[src/rtl/fetch_unit.sv]
// Instruction fetch stage: owns the PC, issues one outstanding imem request at a time,
// and presents the fetched instruction to decode through a one-entry valid/ready buffer.
module fetch_unit #(
    parameter int unsigned     XLEN     = 32,
    parameter logic [XLEN-1:0] RESET_PC = XLEN'(32'h0000_0000),
    parameter logic [XLEN-1:0] NOP_INST = XLEN'(32'h0000_0013)
) (
    input  logic            clk_i,
    input  logic            rstn_i,
    input  logic            redirect_i,
    input  logic [XLEN-1:0] redirect_pc_i,
    output logic            imem_req_o,
    output logic [XLEN-1:0] imem_addr_o,
    input  logic            imem_gnt_i,
    input  logic            imem_rvalid_i,
    input  logic [XLEN-1:0] imem_rdata_i,
    output logic            inst_valid_o,
    output logic [XLEN-1:0] inst_o,
    output logic [XLEN-1:0] inst_pc_o,
    input  logic            inst_ready_i
);

    typedef enum logic [1:0] {
        S_IDLE = 2'd0,
        S_REQ  = 2'd1,
        S_WAIT = 2'd2,
        S_HOLD = 2'd3
    } state_t;

    state_t          state_q;
    logic [XLEN-1:0] pc_q;
    logic            drop_q;
    logic [XLEN-1:0] target;

    // Redirect targets are forced to word alignment.
    assign target = redirect_pc_i & ~XLEN'(3);

    // Fetch FSM; every output is a register updated alongside the state.
    always_ff @(posedge clk_i or negedge rstn_i) begin
        if (!rstn_i) begin
            state_q      <= S_IDLE;
            pc_q         <= RESET_PC;
            drop_q       <= 1'b0;
            imem_req_o   <= 1'b0;
            imem_addr_o  <= RESET_PC;
            inst_valid_o <= 1'b0;
            inst_o       <= NOP_INST;
            inst_pc_o    <= RESET_PC;
        end else begin
            case (state_q)
                S_IDLE: begin
                    state_q    <= S_REQ;
                    imem_req_o <= 1'b1;
                    if (redirect_i) begin
                        pc_q        <= target;
                        imem_addr_o <= target;
                    end else begin
                        imem_addr_o <= pc_q;
                    end
                end

                S_REQ: begin
                    // Address stays on the bus until granted; a redirect only retargets pc.
                    if (redirect_i) begin
                        drop_q <= 1'b1;
                        pc_q   <= target;
                    end
                    if (imem_gnt_i) begin
                        imem_req_o <= 1'b0;
                        state_q    <= S_WAIT;
                    end
                end

                S_WAIT: begin
                    if (imem_rvalid_i) begin
                        if (redirect_i || drop_q) begin
                            drop_q      <= 1'b0;
                            state_q     <= S_REQ;
                            imem_req_o  <= 1'b1;
                            imem_addr_o <= redirect_i ? target : pc_q;
                            if (redirect_i) begin
                                pc_q <= target;
                            end
                        end else begin
                            inst_o       <= imem_rdata_i;
                            inst_pc_o    <= pc_q;
                            inst_valid_o <= 1'b1;
                            pc_q         <= pc_q + XLEN'(4);
                            state_q      <= S_HOLD;
                        end
                    end else if (redirect_i) begin
                        drop_q <= 1'b1;
                        pc_q   <= target;
                    end
                end

                S_HOLD: begin
                    if (redirect_i || inst_ready_i) begin
                        inst_valid_o <= 1'b0;
                        inst_o       <= NOP_INST;
                        state_q      <= S_REQ;
                        imem_req_o   <= 1'b1;
                        imem_addr_o  <= redirect_i ? target : pc_q;
                        if (redirect_i) begin
                            pc_q <= target;
                        end
                    end
                end

                default: begin
                    state_q <= S_IDLE;
                end
            endcase
        end
    end

endmodule

[config.mk]
export PLATFORM = sky130hd
export DESIGN_NAME = fetch_unit
export DESIGN_NICKNAME = d
export VERILOG_FILES = /design/src/rtl/fetch_unit.sv
export SDC_FILE = /design/constraint.sdc
export NUM_CORES = 1
export LEC_CHECK = 0
export ABC_AREA = 1
export BUFFER_PORTS_ARGS = -buffer_cell sky130_fd_sc_hd__buf_2
export CAP_MARGIN = 20
export CORE_UTILIZATION = 53
export CTS_CLUSTER_SIZE = 24
export DETAILED_ROUTE_END_ITERATION = 8
export GPL_TIMING_DRIVEN = 0
export PLACE_DENSITY = 0.83
export SLEW_MARGIN = 15
export SYNTH_ARGS = -nofsm -noshare
export SYNTH_HDL_FRONTEND = slang
export SYNTH_SLANG_ARGS = --single-unit
[constraint.sdc]
create_clock -name clk_i -period 2.5 [get_ports clk_i]
set_input_delay 0.125 -clock clk_i [delete_from_list [all_inputs] [get_ports clk_i]]
set_output_delay 0.125 -clock clk_i [all_outputs]
set_load 0.01 [all_outputs]
==> results of run 1 <==
## area by class of cell
type                    instances  area (sq um)  share of cell area, %
flip-flops and latches        133          3332                  39.88
repair buffers                199          1190                  14.24
inverters                      65         244.0                  2.920
clock inverters                10         152.6                  1.827
diodes                          1         2.502                0.02995
well taps                     143         178.9                  2.142
plain buffers                  36         165.2                  1.977
multi-input cells             561          2625                  31.42
clock buffers                  22         464.2                  5.556
## logic make-up after synthesis
logic type,synth area share (%)
AOI/OAI and AO/OA,16.75
xor gates and xnor gates,0.2753
adders and majority gates,0.9829
buffers and inverters,6.408
DFF,52.35
muxes,0.3342
and+or+nand+nor,22.90
## worst max-delay path: stages (launching register included)
cell      delay (ns)
dfrtp_1         0.41
inv_1           0.06
ha_1            0.26
nand2_1         0.25
nor2_4          0.12
inv_2           0.09
buf_2           0.22
clkbuf_1        0.47
nand2_1         0.17
o21ai_0         0.15
## cell usage in the layout (no fill, tap or decap), types with 2 or more instances in the layout
cell             n
dfrtp_1        130
nand3_1         17
bufinv_16        4
o21ai_1          3
a31oi_1          5
buf_2          175
a21oi_1         29
nor2_1          75
clkbuf_1        25
dlygate4sd3_1   33
o211ai_1         2
nand2_1        265
o22a_1           3
inv_1           59
nor3_1           5
nor2_4           2
ha_1             5
clkbuf_8         2
nand4_1          2
clkbuf_16       17
xor2_1           2
clkinv_2         5
buf_6            3
dfstp_2          3
inv_2            6
a22oi_1          2
a22o_1          29
o21ai_0        103
## flip-flops by register name, summed over array words and instances, names as in the netlist
register	cells
imem_addr_o	32
inst_o	32
inst_pc_o	32
pc_q	32
state_q	2
drop_q	1
imem_req_o	1
inst_valid_o	1
## what timing repair did
action,4_1_cts,5_1_grt
buffers inserted,0,0
endpoints found under the setup margin,0,2
gates resized for setup,0,2
hold buffers,33,0
hold endpoints to repair,92,0
## power groups by stage
stage                     sequential [W]  clock, W  combinational (W)
after global routing             0.00371   0.00276            0.00380
after CTS                        0.00359   0.00263            0.00340
after floorplan                  0.00387         0            0.00166
final                            0.00363   0.00263            0.00345
after global placement           0.00357         0            0.00323
after detailed placement         0.00359         0            0.00331
## through the flow
step / setup TNS (ns) / instance area, sq um / utilization [%] / hold slack, ns / worst slack [ns]
3_3_place_gp: -56.60 / 7370 / 63.72 / 0.3409 / -0.4470
2_1_floorplan: 0 / 6365 / - / -0.1706 / 0.7177
3_5_place_dp: 0 / 7403 / 64.02 / 0.1522 / 0.2478
6_report: 0 / 8354 / 72.24 / 0.02673 / 0.1953
4_1_cts: 0 / 8351 / 72.21 / 0.01844 / 0.2065
5_1_grt: 0 / 8354 / 72.24 / 0.04953 / 0.008786
## per-layer routing
layer  part of all wire (%)  vias up  global-route usage [%]
met5                      0        -                       0
met4                    3.0        0                   15.05
met3                    8.8       53                   8.655
met2                     46      368                   52.88
met1                     42     3018                   44.83
li1                       -     3029                       -
## path summary, 6_finish.rpt
path	start	endpoint	slack, ns	depth (start not counted)
max reg2reg	state_q[0]$_DFFE_PN0P_	inst_pc_o[23]$_DFFE_PN0P_	0.20	9
min reg2reg	inst_valid_o$_DFFE_PN0P_	inst_valid_o$_DFFE_PN0P_	0.47	2
min in group asynchronous	rstn_i	imem_addr_o[3]$_DFFE_PN0P_	0.26	2
max in group asynchronous	rstn_i	inst_o[28]$_DFFE_PN0P_	1.49	3
max	state_q[0]$_DFFE_PN0P_	inst_pc_o[23]$_DFFE_PN0P_	0.20	9
min	redirect_pc_i[19]	imem_addr_o[19]$_DFFE_PN0P_	0.03	3
==> impl_metrics.py, run 1 <==
metrics = {
    "routing": {
        "routed-via-count": 6468,
        "drc": 11,
        "antenna_left": 0,
        "wire_per_inst_um": 17.17,
        "drt_iter0_drc": 675,
        "wirelength_mm": 20.09,
        "drtPass1Iterations": 7,
        "via_per_inst": 5.528,
    },
    "run_status": {
        "violations": "DRC",
        "status": "complete, but fails checks",
    },
    "power_and_ir_drop": {
        "switching_share_pct": 37.31,
        "seq_power_share_pct": 37.4,
        "irDropWorstVdd_mv": 0.7051,
        "switchingPower_w": 0.003624,
        "p_total_w": 0.009712,
        "pwr_density_cell_mw_per_mm2": 1162,
        "power.leakage_nw": 4.327,
        "power_frac_clock_pct": 27.1,
        "internal_power_w": 0.006088,
        "power_frac_comb_pct": 35.5,
    },
    "timing": {
        "fmax_mhz": 433.9,
        "min_period_ns": 2.305,
        "slew_violations": 0,
        "setup_viol": 0,
        "hold_viol_final": 0,
        "slew-limit-headroom_pct": 53.22,
        "skew_ns": 0.006671,
        "fin_crit_sh_pct": 92.19,
        "tightest_slew_ns": 0.6964,
        "rsz0062_at_grt": "false",
    },
    "worst_setup_path": {
        "criticalPathCategory": "flip-flop to flip-flop",
        "crit_path_end_kind": "flip-flop",
        "critPathMaxFanout": 10,
        "start_kind": "flip-flop",
        "arrival_ns": 2.62,
        "required_ns": 2.82,
    },
    "clocking": {
        "cts_tree": "done",
        "worstSkewPairLatency_ns": 0.42,
        "numCtsBuffers": 17,
        "h-tree-depth": 4,
        "clk_pin_slew_ns": 0.06,
        "cts-root-buf": "clkbuf_16",
        "clock-sinks": 133,
        "cts_buffer_depth": 2,
    },
    "synth": {
        "yosysMostFrequentCell": "nand2_1",
        "yosys_most_used_dff": "dfrtp_1",
        "synth-edff-count": 0,
        "ys_ff_latch": 133,
        "syn_area_sq_mm": 0.006365,
        "yosysTopAreaCell": "dfrtp_1",
        "synthArstFlopShare_pct": 100.0,
        "synth_area_leaders": "dfrtp_1 51%, nand2_1 16%, o21ai_0 8.1%",
        "yosysSeqAreaShare_pct": 52.35,
        "syn_inst": 795,
        "yosysTopAreaCellShare_pct": 51.11,
        "synth_fp_nets": 870,
        "synthDistinctLibCells": 35,
        "yosys_warnings": 0,
        "synthTopCellsByCount": "265 x nand2_1, 130 x dfrtp_1, 103 x o21ai_0, 75 x nor2_1, 59 x inv_1",
        "avgSynthCellArea_sq_um": 8.006,
    },
    "layout": {
        "area_growth_pct": 31.26,
        "drive_gt1_share_pct": 22.12,
        "nNetsFinal": 1088,
        "fill_cells": 920,
        "fin_cells": 1170,
    },
    "floorplanning": {
        "start_util_pct": 55.04,
        "die_area_sq_mm": 0.01245,
        "rows": 39,
        "core_area_sq_mm": 0.01156,
        "die_w_um": 111.6,
        "dieHeight_um": 111.6,
        "io_pins": 168,
    },
    "placement": {
        "gp_congestion": 0.9654,
        "dp.cells": 1104,
        "dp_hpwl_mm": 13.12,
        "port_buffers": 165,
    },
    "global_route": {
        "antenna_found_initial": 1,
        "grt_max_degree": 71,
        "grt_pass1_wl_mm": 32.17,
        "groute.usage.overall_pct": 33.87,
        "grt-ovfl-total": 0,
        "grt_pass1_vias": 6224,
    },
    "hold_path": {
        "hold_class": "input pin to flip-flop",
    },
    "flow_run": {
        "drv_cap": 0,
    },
}
No activity file was read; power rests on OpenSTA's default activity.
==> run 2: changes to the inputs <==
CORE_UTILIZATION = 45   (was 53)
CTS_CLUSTER_DIAMETER = 200   (was unset)
PLACE_DENSITY = 0.73   (was 0.83)
RECOVER_POWER = 25   (was unset)
==> impl_metrics.py, run 2 (synthesis gave the netlist of run 1 again) <==
metrics = {
    "floorplanning": {
        "dieHeight_um": 120.9,
        "start_util_pct": 46.03,
        "die_w_um": 120.9,
        "io_pins": 168,
        "core_area_sq_mm": 0.01383,
        "rows": 43,
        "die_area_sq_mm": 0.01462,
    },
    "global_route": {
        "grt_pass1_vias": 6028,
        "groute.usage.overall_pct": 27.64,
        "grt-ovfl-total": 0,
        "grt_max_degree": 88,
        "antenna_found_initial": 0,
        "grt_pass1_wl_mm": 30.78,
    },
    "worst_setup_path": {
        "critPathMaxFanout": 10,
        "path_depth": 8,
        "crit_buf_inv": 4,
        "cp_slowest_cell": "clkbuf_1",
        "regToRegStartpoint": "state_q[0]$_DFFE_PN0P_",
        "crit_family": "buffers and inverters",
        "max_stage_delay_ns": 0.56,
        "r2r_cells": 8,
        "startpoint": "state_q[0]$_DFFE_PN0P_",
        "start_kind": "flip-flop",
        "crit_chain": "inv_1, ha_1, inv_1, o21ai_2, nor3_2, inv_2, clkbuf_1, o21ai_0",
        "crit_top_cell": "inv_1",
        "arrival_ns": 2.65,
        "crit_path_end_kind": "flip-flop",
        "required_ns": 2.77,
        "criticalPathCategory": "flip-flop to flip-flop",
    },
    "routing": {
        "via_per_inst": 5.237,
        "wire_per_inst_um": 16.30,
        "antenna_left": 0,
        "drc": 0,
        "routed-via-count": 6332,
        "drtPass1Iterations": 5,
        "drt_iter0_drc": 585,
        "wirelength_mm": 19.70,
    },
    "placement": {
        "dp_hpwl_mm": 13.67,
        "dpl_cell_area_sq_mm": 0.007453,
        "gp_congestion": 0.9271,
        "port_buffers": 165,
    },
    "power_and_ir_drop": {
        "switching_share_pct": 37.90,
        "power_frac_comb_pct": 35.5,
        "internal_power_w": 0.005979,
        "irDropWorstVdd_mv": 0.5745,
        "pwr_density_cell_mw_per_mm2": 1144,
        "p_total_w": 0.009627,
        "seq_power_share_pct": 37.5,
        "power.leakage_nw": 4.325,
        "power_frac_clock_pct": 27.0,
        "switchingPower_w": 0.003648,
    },
    "layout": {
        "nNetsFinal": 1091,
        "layout_commonest_cell": "nand2_1",
        "final_cell_mix": "265 x nand2_1, 173 x buf_2, 130 x dfrtp_1",
        "postLayoutCellArea_sq_mm": 0.008412,
        "area_growth_pct": 32.16,
        "drive_gt1_share_pct": 22.25,
        "antenna_cells": 0,
        "fill_cells": 1239,
        "final_util_pct": 60.84,
    },
    "timing": {
        "slew_violations": 0,
        "tightest_slew_ns": 1.182,
        "rsz0062_at_grt": "false",
        "skew_ns": 0.009407,
        "fin_setup_tns_ns": 0,
        "min_period_ns": 2.381,
        "fmax_mhz": 420.0,
        "holdWs_ns": 0.06061,
        "hold_viol_final": 0,
        "slew-limit-headroom_pct": 21.18,
        "setup_viol": 0,
        "fin_crit_sh_pct": 95.23,
    },
    "run_status": {
        "status": "complete, no violations",
    },
    "clocking": {
        "h-tree-depth": 4,
        "postCtsResizedCells": 0,
        "cts_buffer_depth": 2,
        "cts-root-buf": "clkbuf_16",
        "cts_tree": "done",
        "numCtsBuffers": 17,
        "clk_pin_slew_ns": 0.06,
        "worstSkewPairLatency_ns": 0.42,
        "clock-sinks": 133,
    },
    "hold_path": {
        "hold_depth": 3,
        "hold_class": "input pin to flip-flop",
        "min_from": "redirect_pc_i[2]",
    },
    "flow_run": {
        "drv_cap": 0,
    },
}
run 2: path summary, 6_finish.rpt:
| check | endpoint | slack (ns) |
|---|---|---|
| setup / recovery | imem_addr_o[24]$_DFFE_PN0P_ | 0.12 |
| hold / removal | imem_addr_o[2]$_DFFE_PN0P_ | 0.06 |
| setup reg to reg | imem_addr_o[24]$_DFFE_PN0P_ | 0.12 |
| hold reg to reg | imem_addr_o[12]$_DFFE_PN0P_ | 0.47 |
| max in group asynchronous | drop_q$_DFFE_PN0P_ | 0.99 |
| min in group asynchronous | inst_o[23]$_DFFE_PN0P_ | 0.46 |
run 2: final cells by class:
cell class,instances,area (sq um),area share [%]
Tap cell,180,225.2,2.677
Timing Repair Buffer,202,1207,14.35
Sequential cell,133,3332,39.61
Multi-Input combinational cell,561,2625,31.21
Clock buffer,18,439.2,5.221
Clock inverter,14,176.4,2.097
Inverter,65,244.0,2.900
Buffer,36,162.7,1.934
run 2: power by group through the flow:
| stage | Combinational, W | Clock, W | Sequential [W] |
|---|---|---|---|
| after CTS | 0.00342 | 0.00262 | 0.00359 |
| after floorplan | 0.00166 | 0 | 0.00387 |
| after detailed placement | 0.00335 | 0 | 0.00361 |
| after global routing | 0.00379 | 0.00272 | 0.00370 |
| final | 0.00342 | 0.00260 | 0.00361 |
| after global placement | 0.00327 | 0 | 0.00358 |
run 2: worst reg2reg max path: cells and delay by family, from the launching register on:
kind / cells / cell delay (ns)
buffers and inverters: 4 / 0.95
adder cells (fa/ha/maj): 1 / 0.28
AND/OR/NAND/NOR: 1 / 0.11
flip-flops: 1 / 0.43
AO/OA/AOI/OAI: 2 / 0.46
run 2: routing by layer:
layer	share of wire (%)	vias up	wire (um)	track usage [%]
met2	46	295	8974	43.64
li1	-	3024	-	-
met3	7.5	57	1473	3.477
met4	2.8	0	543	11.19
met1	44	2956	8712	38.61
met5	0	-	0	0
run 2: metrics by stage:
stage / setup WS, ns / cells
after floorplan: 0.7177 / 795
after global placement: -0.5248 / 1140
after detailed placement: 0.1195 / 1141
after CTS: 0.1143 / 1207
after global routing: 0.001810 / 1209
final: 0.1192 / 1209
run 2: what timing repair did:
item | in CTS | in global routing
endpoints found under the setup margin | 0 | 3
setup buffers | 0 | 2
hold endpoints to repair | 79 | 0
hold buffers | 34 | 0
